$ cat src/rtl/sha2_pkg.sv
`default_nettype none
// ============================================================================
//  Package     : sha2_pkg
//  Description : Shared definitions for the SHA-2 message scheduler: mode
//                derived widths, sigma rotate/shift amounts, FSM encoding.
//  Revision    : 1.0 - initial release
// ============================================================================
package sha2_pkg;

    // Width of the round index carried alongside each schedule word
    localparam int IDX_W = 7;

    // Word width for the selected mode (0 = SHA-256, 1 = SHA-512)
    function automatic int sha2_word_w(input int sha512);
        return (sha512 != 0) ? 64 : 32;
    endfunction

    // Number of schedule words per block for the selected mode
    function automatic int sha2_rounds(input int sha512);
        return (sha512 != 0) ? 80 : 64;
    endfunction

    // SHA-256 small sigma amounts
    localparam int S256_S0_R1 = 7;
    localparam int S256_S0_R2 = 18;
    localparam int S256_S0_SH = 3;
    localparam int S256_S1_R1 = 17;
    localparam int S256_S1_R2 = 19;
    localparam int S256_S1_SH = 10;

    // SHA-512 small sigma amounts
    localparam int S512_S0_R1 = 1;
    localparam int S512_S0_R2 = 8;
    localparam int S512_S0_SH = 7;
    localparam int S512_S1_R1 = 19;
    localparam int S512_S1_R2 = 61;
    localparam int S512_S1_SH = 6;

    // Scheduler FSM encoding
    typedef enum logic [1:0] {
        ST_IDLE   = 2'd0,
        ST_LOAD   = 2'd1,
        ST_EXPAND = 2'd2
    } state_e;

endpackage
`default_nettype wire

$ cat src/rtl/sha2_sigma.sv
`default_nettype none
// ============================================================================
//  Module      : sha2_sigma
//  Description : Combinational SHA-2 small sigma functions. s0 is computed
//                from x_lo (W[t-15]) and s1 from x_hi (W[t-2]); the rotate and
//                shift amounts follow the selected mode.
//  Revision    : 1.0 - initial release
// ============================================================================
module sha2_sigma
    import sha2_pkg::*;
#(
    parameter  int SHA512 = 0,
    localparam int WORD_W = sha2_word_w(SHA512)
) (
    input  logic [WORD_W-1:0] x_lo,
    input  logic [WORD_W-1:0] x_hi,
    output logic [WORD_W-1:0] s0,
    output logic [WORD_W-1:0] s1
);

    // Rotate right by a constant amount within the word width
    function automatic logic [WORD_W-1:0] rotr(input logic [WORD_W-1:0] x, input int n);
        return (x >> n) | (x << (WORD_W - n));
    endfunction

    if (SHA512 != 0) begin : g_sha512
        assign s0 = rotr(x_lo, S512_S0_R1) ^ rotr(x_lo, S512_S0_R2) ^ (x_lo >> S512_S0_SH);
        assign s1 = rotr(x_hi, S512_S1_R1) ^ rotr(x_hi, S512_S1_R2) ^ (x_hi >> S512_S1_SH);
    end else begin : g_sha256
        assign s0 = rotr(x_lo, S256_S0_R1) ^ rotr(x_lo, S256_S0_R2) ^ (x_lo >> S256_S0_SH);
        assign s1 = rotr(x_hi, S256_S1_R1) ^ rotr(x_hi, S256_S1_R2) ^ (x_hi >> S256_S1_SH);
    end

endmodule
`default_nettype wire

$ cat src/rtl/sha2_msg_schedule.sv
`default_nettype none
// ============================================================================
//  Module      : sha2_msg_schedule
//  Description : SHA-2 message scheduler (SHA-256 or SHA-512 per build).
//                Takes the 16 block words over valid/ready, then expands the
//                remaining words with a 16-entry sliding window. Every word is
//                emitted once, with its round index, through a registered
//                valid/ready output stage.
//                Optional macro SHA2_SCHED_ABORT_EN adds a synchronous abort
//                input that returns the block to IDLE from any state.
//  Revision    : 1.0 - initial release
// ============================================================================
module sha2_msg_schedule
    import sha2_pkg::*;
#(
    parameter  int SHA512 = 0,
    localparam int WORD_W = sha2_word_w(SHA512),
    localparam int ROUNDS = sha2_rounds(SHA512)
) (
    input  logic              clk,
    input  logic              reset_n,
    input  logic              start,
`ifdef SHA2_SCHED_ABORT_EN
    input  logic              abort,
`endif
    input  logic [WORD_W-1:0] in_data,
    input  logic              in_valid,
    output logic              in_ready,
    output logic [WORD_W-1:0] wt,
    output logic [IDX_W-1:0]  wt_idx,
    output logic              wt_valid,
    input  logic              wt_ready,
    output logic              wt_last,
    output logic              busy
);

    state_e                  state_q, state_d;
    logic [IDX_W-1:0]        t_q, t_d;
    // win_q[0] holds W[t-1], win_q[15] holds W[t-16]
    logic [15:0][WORD_W-1:0] win_q, win_d;
    logic [WORD_W-1:0]       wt_q, wt_d;
    logic [IDX_W-1:0]        wt_idx_q, wt_idx_d;
    logic                    wt_valid_q, wt_valid_d;

    logic                    w_adv;
    logic                    w_abort;
    logic [WORD_W-1:0]       w_s0;
    logic [WORD_W-1:0]       w_s1;
    logic [WORD_W-1:0]       w_expand;

    // The output register may take a new word when empty or being consumed
    assign w_adv = !wt_valid_q || wt_ready;

`ifdef SHA2_SCHED_ABORT_EN
    assign w_abort = abort;
`else
    assign w_abort = 1'b0;
`endif

    sha2_sigma #(
        .SHA512 (SHA512)
    ) u_sigma (
        .x_lo (win_q[14]),
        .x_hi (win_q[1]),
        .s0   (w_s0),
        .s1   (w_s1)
    );

    // W[t] = s1(W[t-2]) + W[t-7] + s0(W[t-15]) + W[t-16], carries discarded
    assign w_expand = w_s1 + win_q[6] + w_s0 + win_q[15];

    // Next-state, datapath update and input handshake
    always_comb begin
        state_d    = state_q;
        t_d        = t_q;
        win_d      = win_q;
        wt_d       = wt_q;
        wt_idx_d   = wt_idx_q;
        wt_valid_d = wt_valid_q;
        in_ready   = 1'b0;

        case (state_q)
            ST_IDLE: begin
                if (start) begin
                    state_d = ST_LOAD;
                    t_d     = '0;
                end
            end
            ST_LOAD: begin
                in_ready = w_adv && !w_abort;
                if (w_adv) begin
                    if (in_valid) begin
                        wt_d       = in_data;
                        wt_idx_d   = t_q;
                        wt_valid_d = 1'b1;
                        win_d      = {win_q[14:0], in_data};
                        t_d        = t_q + 1'b1;
                        if (t_q == IDX_W'(15)) begin
                            state_d = ST_EXPAND;
                        end
                    end else begin
                        wt_valid_d = 1'b0;
                    end
                end
            end
            ST_EXPAND: begin
                if (w_adv) begin
                    if (t_q < IDX_W'(ROUNDS)) begin
                        wt_d       = w_expand;
                        wt_idx_d   = t_q;
                        wt_valid_d = 1'b1;
                        win_d      = {win_q[14:0], w_expand};
                        t_d        = t_q + 1'b1;
                    end else begin
                        // All words produced and the last one just left
                        wt_valid_d = 1'b0;
                        state_d    = ST_IDLE;
                    end
                end
            end
            default: begin
                state_d = ST_IDLE;
            end
        endcase

        // Abort wins over start and over any handshake this cycle
        if (w_abort) begin
            state_d    = ST_IDLE;
            wt_valid_d = 1'b0;
            t_d        = '0;
            win_d      = '0;
        end
    end

    // State, window and output registers
    always_ff @(posedge clk or negedge reset_n) begin
        if (!reset_n) begin
            state_q    <= ST_IDLE;
            t_q        <= '0;
            win_q      <= '0;
            wt_q       <= '0;
            wt_idx_q   <= '0;
            wt_valid_q <= 1'b0;
        end else begin
            state_q    <= state_d;
            t_q        <= t_d;
            win_q      <= win_d;
            wt_q       <= wt_d;
            wt_idx_q   <= wt_idx_d;
            wt_valid_q <= wt_valid_d;
        end
    end

    assign wt       = wt_q;
    assign wt_idx   = wt_idx_q;
    assign wt_valid = wt_valid_q;
    assign wt_last  = wt_valid_q && (wt_idx_q == IDX_W'(ROUNDS - 1));
    assign busy     = (state_q != ST_IDLE);

endmodule
`default_nettype wire

$ cat config.mk
export PLATFORM = sky130hd
export DESIGN_NAME = sha2_msg_schedule
export DESIGN_NICKNAME = d
export VERILOG_FILES = /design/src/rtl/sha2_pkg.sv /design/src/rtl/sha2_sigma.sv /design/src/rtl/sha2_msg_schedule.sv
export SDC_FILE = /design/constraint.sdc
export NUM_CORES = 1
export LEC_CHECK = 0
export ABC_AREA = 1
export ABC_CLOCK_PERIOD_IN_PS = 4700
export BUFFER_PORTS_ARGS = -buffer_cell sky130_fd_sc_hd__clkbuf_2
export CORE_MARGIN = 2
export CORE_UTILIZATION = 60
export CTS_CLUSTER_SIZE = 10
export DETAILED_ROUTE_END_ITERATION = 7
export PLACE_DENSITY = 0.77
export SLEW_MARGIN = 20
export SYNTH_ARGS = -nofsm -noshare
export SYNTH_HDL_FRONTEND = slang
export SYNTH_SLANG_ARGS = --single-unit
$ cat constraint.sdc
create_clock -name clk -period 4.7 [get_ports clk]
set_input_delay 0.235 -clock clk [delete_from_list [all_inputs] [get_ports clk]]
set_output_delay 0.235 -clock clk [all_outputs]
set_load 0.05 [all_outputs]
==> results of run 1 <==
==> sequential cells by signal, summed over array words and instances, names as in the netlist <==
name and cells:
state_q 2, t_q 7, win_q 480, wt 32
wt_idx 7, wt_valid 1
==> worst max-delay path, cell delays in order, from the launching register on <==
cell and delay (ns):
sky130_fd_sc_hd__dfrtp_1 0.51, sky130_fd_sc_hd__xnor2_1 0.24, sky130_fd_sc_hd__xor2_1 0.40, sky130_fd_sc_hd__fa_1 0.52, sky130_fd_sc_hd__fa_1 0.54, sky130_fd_sc_hd__inv_1 0.04
sky130_fd_sc_hd__ha_1 0.39, sky130_fd_sc_hd__nand2_1 0.15, sky130_fd_sc_hd__nor2_1 0.08, sky130_fd_sc_hd__nand2_1 0.10, sky130_fd_sc_hd__nand3_1 0.24, sky130_fd_sc_hd__o21ai_0 0.54
sky130_fd_sc_hd__a22oi_1 0.16
==> final cells by class <==
type | instances | area share
Tap cell | 539 | 0.0243
Clock buffer | 68 | 0.0567
Clock inverter | 5 | 0.00320
Timing Repair Buffer | 129 | 0.0352
Inverter | 479 | 0.0651
Sequential cell | 529 | 0.477
Multi-Input combinational cell | 1732 | 0.338
==> routing by layer <==
metal,up-vias,track usage
li1,8900,-
met3,120,0.0642
met5,-,0
met2,513,0.492
met4,0,0.123
met1,9103,0.432
==> what timing repair did <==
| action | CTS | global route |
|---|---|---|
| endpoints found under the hold margin | 138 | 0 |
| hold buffers | 28 | 0 |
| buffers inserted | 0 | 0 |
==> through the flow <==
step	hold WS (ns)	worst slack, ns
4_1_cts	0.000385	0.660
6_report	0.0286	0.637
5_1_grt	0.0263	0.479
2_1_floorplan	-0.0606	1.35
3_3_place_gp	0.382	0.605
3_5_place_dp	0.395	0.676
==> cells in the final DEF, fill, tap and decap left out, types with 2 or more instances in the layout <==
master                            n
sky130_fd_sc_hd__nor3_1           5
sky130_fd_sc_hd__xor2_1          64
sky130_fd_sc_hd__nor3b_1          2
sky130_fd_sc_hd__dfrtp_1        529
sky130_fd_sc_hd__o21ai_1        122
sky130_fd_sc_hd__nand3_1         52
sky130_fd_sc_hd__buf_4           12
sky130_fd_sc_hd__nand3b_1         3
sky130_fd_sc_hd__o21ai_0        375
sky130_fd_sc_hd__a21oi_1         42
sky130_fd_sc_hd__ha_1            35
sky130_fd_sc_hd__or2_2            2
sky130_fd_sc_hd__nor2_1          82
sky130_fd_sc_hd__nor3_2           2
sky130_fd_sc_hd__fa_1            62
sky130_fd_sc_hd__a31oi_1          2
sky130_fd_sc_hd__a22oi_1          8
sky130_fd_sc_hd__dlygate4sd3_1   28
sky130_fd_sc_hd__o21bai_1         3
sky130_fd_sc_hd__xnor2_1         65
sky130_fd_sc_hd__buf_12          10
sky130_fd_sc_hd__nand2_1        786
sky130_fd_sc_hd__o22ai_1          2
sky130_fd_sc_hd__clkbuf_16       61
sky130_fd_sc_hd__clkbuf_2        78
sky130_fd_sc_hd__clkbuf_8         2
sky130_fd_sc_hd__clkbuf_1         5
sky130_fd_sc_hd__o211ai_1         2
sky130_fd_sc_hd__nand4_1          5
sky130_fd_sc_hd__inv_1          475
sky130_fd_sc_hd__inv_2            3
==> worst max-delay path by stage <==
stage / slack, ns / to / from
global route: 0.48 / wt[21] / win_q[52]
CTS: 0.66 / wt[9] / win_q[52]
finish: 0.64 / wt[8] / win_q[53]
global placement: 0.60 / wt[16] / win_q[33]
detailed placement: 0.68 / wt[9] / win_q[52]
floorplan: 1.35 / wt[21] / win_q[52]
==> logic make-up after synthesis <==
kind of cell,count (synthesis),synth area share
AO/OA/AOI/OAI,560,0.112
XOR/XNOR,129,0.0445
adder cells (fa/ha/maj),98,0.0666
buffers and inverters,643,0.111
flip-flops,529,0.521
AND/OR/NAND/NOR,945,0.145
==> summary.md, run 1 <==
| Metric | Value |
|---|---|
| Overflow left after global routing | `0` |
| Number of iterations in the first detailed-routing pass | `5` |
| Data arrival time of the critical path | `approximately 4.5 ns` |
| Post-synth top area share | `0.521` |
| Antenna viol nets, final | `0` |
| Number of cell rows | `75` |
| Synth Flop Type | `sky130_fd_sc_hd__dfrtp_1` |
| Seq. cell area | `between 10000 and 15000 sq um` |
| Boundary pin count | `80` |
| Clock root cell | `sky130_fd_sc_hd__clkbuf_16` |
| Initial antenna violation count | `1` |
| Post-route cell area | `27700 sq um` |
| Starting Density | `0.607` |
| Worst-margin pin slew | `approximately 0.89 ns` |
| Final worst path period share | `0.864` |
| Number of buffers inserted during clock tree synthesis | `60` |
| Post-route minimum period | `4.06 ns` |
| Post-CTS clock slew at the launch and capture registers of the worst setup and hold paths | `about 0.060 ns` |
| Setup CP Type | `flip-flop to flip-flop` |
| Post-synthesis cell area | `~25000 sq um` |
| Cell type with the highest aggregate area in the netlist | `sky130_fd_sc_hd__dfrtp_1` |
| Total number of vias | `~19k` |
| Buffer levels on the longest clock path | `3` |
| Detailed Route Iter0 Violations | `1742` |
| Min-Delay Startpoint | `in_data[18]` |
| Maximum clock frequency | `246 MHz` |
| Highest net fanout along the worst path | `5` |
| Wire length of the first global-routing pass | `105000 um` |
| Total Neg Setup Slack | `0 ns` |
| Core Box Area | `roughly 42000 sq um` |
| Via count of the first global-routing pass | `approximately 19k` |
| Metal-1 WL | `~29000 um` |
| Area grow syn2layout | `9.13%` |
| Leading cell types by count after synthesis | `786 x sky130_fd_sc_hd__nand2_1, 529 x sky130_fd_sc_hd__dfrtp_1, 475 x sky130_fd_sc_hd__inv_1` |
| Number of enable flip-flop cells after synthesis | `0` |
| Die Height | `roughly 210 um` |
| Leading cell type by number of instances after synthesis | `sky130_fd_sc_hd__nand2_1` |
| Register area share after synthesis | `0.521` |
| Number of nets in the layout | `3066` |
| Count of cell types in the netlist | `38` |
| Total Wirelength | `~66000 um` |
| Placed cell area | `roughly 26000 sq um` |
| Die Width | `around 210 um` |
| # diodes | `0` |
| Number of hold-slack violations in the final timing report | `0` |
| Die Footprint | `roughly 44000 sq um` |
| Non-filler instance count after layout | `3481` |
| Share of the core filled with cells | `0.662` |
| Sum of net half-perimeters after detailed placement | `between 40000 and 50000 um` |
| Net Count, Synth | `between 3k and 4k` |
| Syn Area/Cell | `8.75 sq um` |
| Average routed wire per standard cell | `about 19 um` |
| Critical register-to-register path startpoint | `win_q[53]` |
| CTS tree | `done` |
| Class of the most critical hold timing path | `input port to flip-flop` |
| CTS sink cnt | `529` |
| Count of buffers from port buffering | `79` |
| Setup repair after global routing missed its margin | `false` |
| Final slew viol count | `0` |
| Required time at the worst-slack endpoint | `5.16 ns` |
| Layout filler cell count | `roughly 3.4k` |
| Kind of capture point of the worst setup path | `flip-flop` |
| Number of cells after detailed placement | `between 3k and 4k` |
| GP Congestion | `between 0.9 and 1` |
| Number of instances in the synthesized netlist | `between 2k and 3k` |
| Worst skew pair latency | `~0.63 ns` |
| Syn. warnings | `0` |
| Number of maximum-capacitance constraint violations | `0` |
| Average vias per placed instance | `about 5.4` |
| Residual DRC count | `0` |
| Leading cell types by total area after synthesis | `sky130_fd_sc_hd__dfrtp_1 52%, sky130_fd_sc_hd__nand2_1 12%, sky130_fd_sc_hd__o21ai_0 7.4%` |
| Headroom to the max-slew limit | `0.403` |
| Total of endpoints with negative setup slack in the final report | `0` |
| Clk_skew | `0.0390 ns` |
| WL met3 | `~4000 um` |
| Min-Delay Endpoint | `wt[18]` |
| Post-synthesis sequential element count | `529` |
| Largest net degree at the start of global routing | `202` |
| Result of the run | `complete, no violations` |
| Ratio of cells with drive above 1 in the final layout | `0.0615` |
| Htree depth | `2` |
| Fraction of registers with async set or reset after synthesis | `1.00` |
| Type of element launching the critical path | `flip-flop` |
| Number of resized instances in the post-cts repair step | `0` |
| Amount of wire on met2 after detailed routing | `between 30000 and 40000 um` |
| GRT Overall Usage | `0.313` |
| DR top layer | `met4` |
| Endpoint of the worst-slack reg-to-reg timing path | `wt[8]` |
| Cell count of the worst hold path | `5` |
| Reg-to-reg setup timing slack | `about 0.64 ns` |
| Depth of the worst register-to-register path | `12` |
| Multi-input gate area | `approximately 9400 sq um` |
Power of run 1 is left out: the tool's default activity adds up to more than one toggle a clock period on the data nets, which glitch-free logic cannot reach.
==> run 2, diff against run 1 <==
CORE_UTILIZATION = 55   (was 60)
PLACE_DENSITY = 0.79   (was 0.77)
==> run 2 against run 1 <==
Against the previous run:
- critical path type unchanged
- sequential share of layout area about the same
- design area about the same
- die area is 8.9% higher
- critical path depth grew 6
- first-iteration DRC count rose by 3.7%
- via count is 1.2% higher
==> summary.md, run 2 (synthesized netlist as in run 1, its figures left out) <==
| Metric | Value |
|---|---|
| Antenna viol nets, final | `0 (unchanged)` |
| Die Width | `219 um (+4.4%)` |
| Residual DRC count | `0 (unchanged)` |
| CP dominant cell by count | `sky130_fd_sc_hd__nand3_1` |
| Highest-delay cell along the critical path | `sky130_fd_sc_hd__dfrtp_1` |
| Setup repair bufs after CTS | `0 (unchanged)` |
| Sum of net half-perimeters after detailed placement | `46500 um (-0.71%)` |
| Min-Delay Startpoint | `in_data[3]` |
| Die Height | `219 um (+4.4%)` |
| Number of maximum-capacitance constraint violations | `0 (unchanged)` |
| Max reg flops | `480 (unchanged)` |
| Kind of capture point of the worst setup path | `flip-flop` |
| Clk_skew | `0.0225 ns (-0.0166 ns)` |
| Headroom to the max-slew limit | `0.405 (+0.00185)` |
| Number of cell rows | `78 (+4.0%)` |
| Min-Delay Endpoint | `wt[3]` |
| Result of the run | `complete, no violations` |
| Placed cell area | `25800 sq um (+0.16%)` |
| CTS tree | `done` |
| Type of element launching the critical path | `flip-flop` |
| Number of iterations in the first detailed-routing pass | `6 (+1)` |
| Buffers and inverters on the worst path | `3 (+2)` |
| GRT Overall Usage | `0.285 (-0.0277)` |
| Core Box Area | `45500 sq um (+8.7%)` |
| Average routed wire per standard cell | `18.6 um (-2.0%)` |
| Highest-count cells in the layout ignoring fill and taps | `786 x sky130_fd_sc_hd__nand2_1, 529 x sky130_fd_sc_hd__dfrtp_1, 475 x sky130_fd_sc_hd__inv_1` |
| Number of buffers inserted during clock tree synthesis | `59 (-1.7%)` |
| Cell count of the worst hold path | `3 (-2)` |
| Average vias per placed instance | `5.33 (-0.42%)` |
| Critical register-to-register path startpoint | `win_q[52]` |
| Total Neg Setup Slack | `0 ns (unchanged)` |
| Wire length of the first global-routing pass | `105000 um (-0.49%)` |
| GP Congestion | `0.972 (+1.5%)` |
| Critical path, cell by cell | `xnor2_1, xor2_1, fa_1, fa_1, inv_1, ha_1, inv_1, fa_1, inv_1, nand3_1, nand3_1, nand2_1, nand3_1, nand2_1, nand3_1, nand3_1, nand2_1, o21ai_0` |
| Die Footprint | `47900 sq um (+8.9%)` |
| Endpoint of the worst-slack reg-to-reg timing path | `wt[21]` |
| Overflow left after global routing | `0 (unchanged)` |
| Class of the most critical hold timing path | `input port to flip-flop` |
| Post-route minimum period | `4.19 ns (+0.123 ns)` |
| Largest net degree at the start of global routing | `205 (+1.5%)` |
| Htree depth | `2 (unchanged)` |
| Initial antenna violation count | `0 (-1)` |
| Max incr delay on CP | `0.53 ns (about the same)` |
| Post-route cell area | `27700 sq um (about the same)` |
| # diodes | `0 (unchanged)` |
| Starting Density | `0.559 (-0.0484)` |
| Clock root cell | `sky130_fd_sc_hd__clkbuf_16` |
| Setup repair after global routing missed its margin | `false` |
| Post-CTS clock slew at the launch and capture registers of the worst setup and hold paths | `0.06 ns (about the same)` |
| Share of the core filled with cells | `0.609 (-0.0533)` |
| CTS sink cnt | `529 (unchanged)` |
| Total of endpoints with negative setup slack in the final report | `0 (unchanged)` |
| Count of hold-fix buffers inserted at cts | `29 (+3.6%)` |
| Total Wirelength | `65800 um (-0.46%)` |
| Most common library cell in the layout ignoring fill and taps | `sky130_fd_sc_hd__nand2_1` |
| Final worst path period share | `0.891 (+0.0262)` |
| Worst skew pair latency | `0.62 ns (about the same)` |
| Ratio of cells with drive above 1 in the final layout | `0.0592 (-0.00228)` |
| Boundary pin count | `80 (unchanged)` |
| Reg-to-reg setup timing slack | `0.51 ns (-0.12 ns)` |
| Largest Register | `win_q` |
| Final slew viol count | `0 (unchanged)` |
| Number of hold-slack violations in the final timing report | `0 (unchanged)` |
| Buffer levels on the longest clock path | `3 (unchanged)` |
| Depth of the worst register-to-register path | `18 (+6)` |
| Hold slack | `0.0132 ns (-0.0154 ns)` |
| Count of buffers from port buffering | `79 (unchanged)` |
| Data arrival time of the critical path | `4.68 ns (+0.16 ns)` |
| Maximum clock frequency | `239 MHz (-2.9%)` |
| Required time at the worst-slack endpoint | `5.19 ns (+0.03 ns)` |
| Area grow syn2layout | `9.04% (about the same)` |
| Setup CP Type | `flip-flop to flip-flop` |
| Via count of the first global-routing pass | `18.7k (-0.50%)` |
| Number of nets in the layout | `3063 (-0.098%)` |
| Highest net fanout along the worst path | `5 (unchanged)` |
| Total number of vias | `18.9k (+1.2%)` |
| Layout filler cell count | `3948 (+16%)` |
| Number of resized instances in the post-cts repair step | `0 (unchanged)` |
| Top delay family on crit path | `adder cells` |
| Worst-margin pin slew | `0.892 ns (-0.00278 ns)` |
| Detailed Route Iter0 Violations | `1807 (+3.7%)` |
[run 2: worst max path at each step]
stage / from / endpoint / slack (ns) / depth (start not counted)
CTS: win_q[52] / wt[21] / 0.53 / 18
floorplan: win_q[52] / wt[21] / 1.35 / 19
detailed placement: win_q[52] / wt[21] / 0.55 / 18
global placement: win_q[52] / wt[21] / 0.43 / 18
global route: win_q[52] / wt[21] / 0.27 / 18
finish: win_q[52] / wt[21] / 0.51 / 18
[run 2: layout make-up]
class / count / area [sq um] / share of cell area
multi-input combinational: 1732 / 9370 / 0.338
tap: 600 / 751 / 0.0271
clock buffer: 67 / 1540 / 0.0555
sequential: 529 / 13200 / 0.478
timing repair buffer: 127 / 951 / 0.0343
inverter: 479 / 1810 / 0.0652
clock inverter: 3 / 51.3 / 0.00185
[run 2: metrics by stage]
stage | setup WS [ns] | instances
final | 0.514 | 3537
after detailed placement | 0.549 | 3438
after floorplan | 1.35 | 2904
after CTS | 0.530 | 3537
after global placement | 0.435 | 3438
after global routing | 0.266 | 3537
[run 2: per-layer routing]
layer	vias to the layer above	share of wire	track usage	routed length [um]
met4	0	0.032	0.0914	2090
met1	9281	0.45	0.409	29300
met2	544	0.46	0.445	30400
met3	130	0.060	0.0505	3960
li1	8901	-	-	-
met5	-	0	0	0
[run 2: worst reg2reg max path: cells and delay by family (launching register included)]
family                   cells  cell delay [ns]
flip-flops                   1             0.53
buffers and inverters        3             0.30
AO/OA/AOI/OAI                1             0.07
AND/OR/NAND/NOR              8             1.06
adder cells (fa/ha/maj)      4             1.65
XOR/XNOR                     2             0.45
Power of run 2 is left out for the same reason.
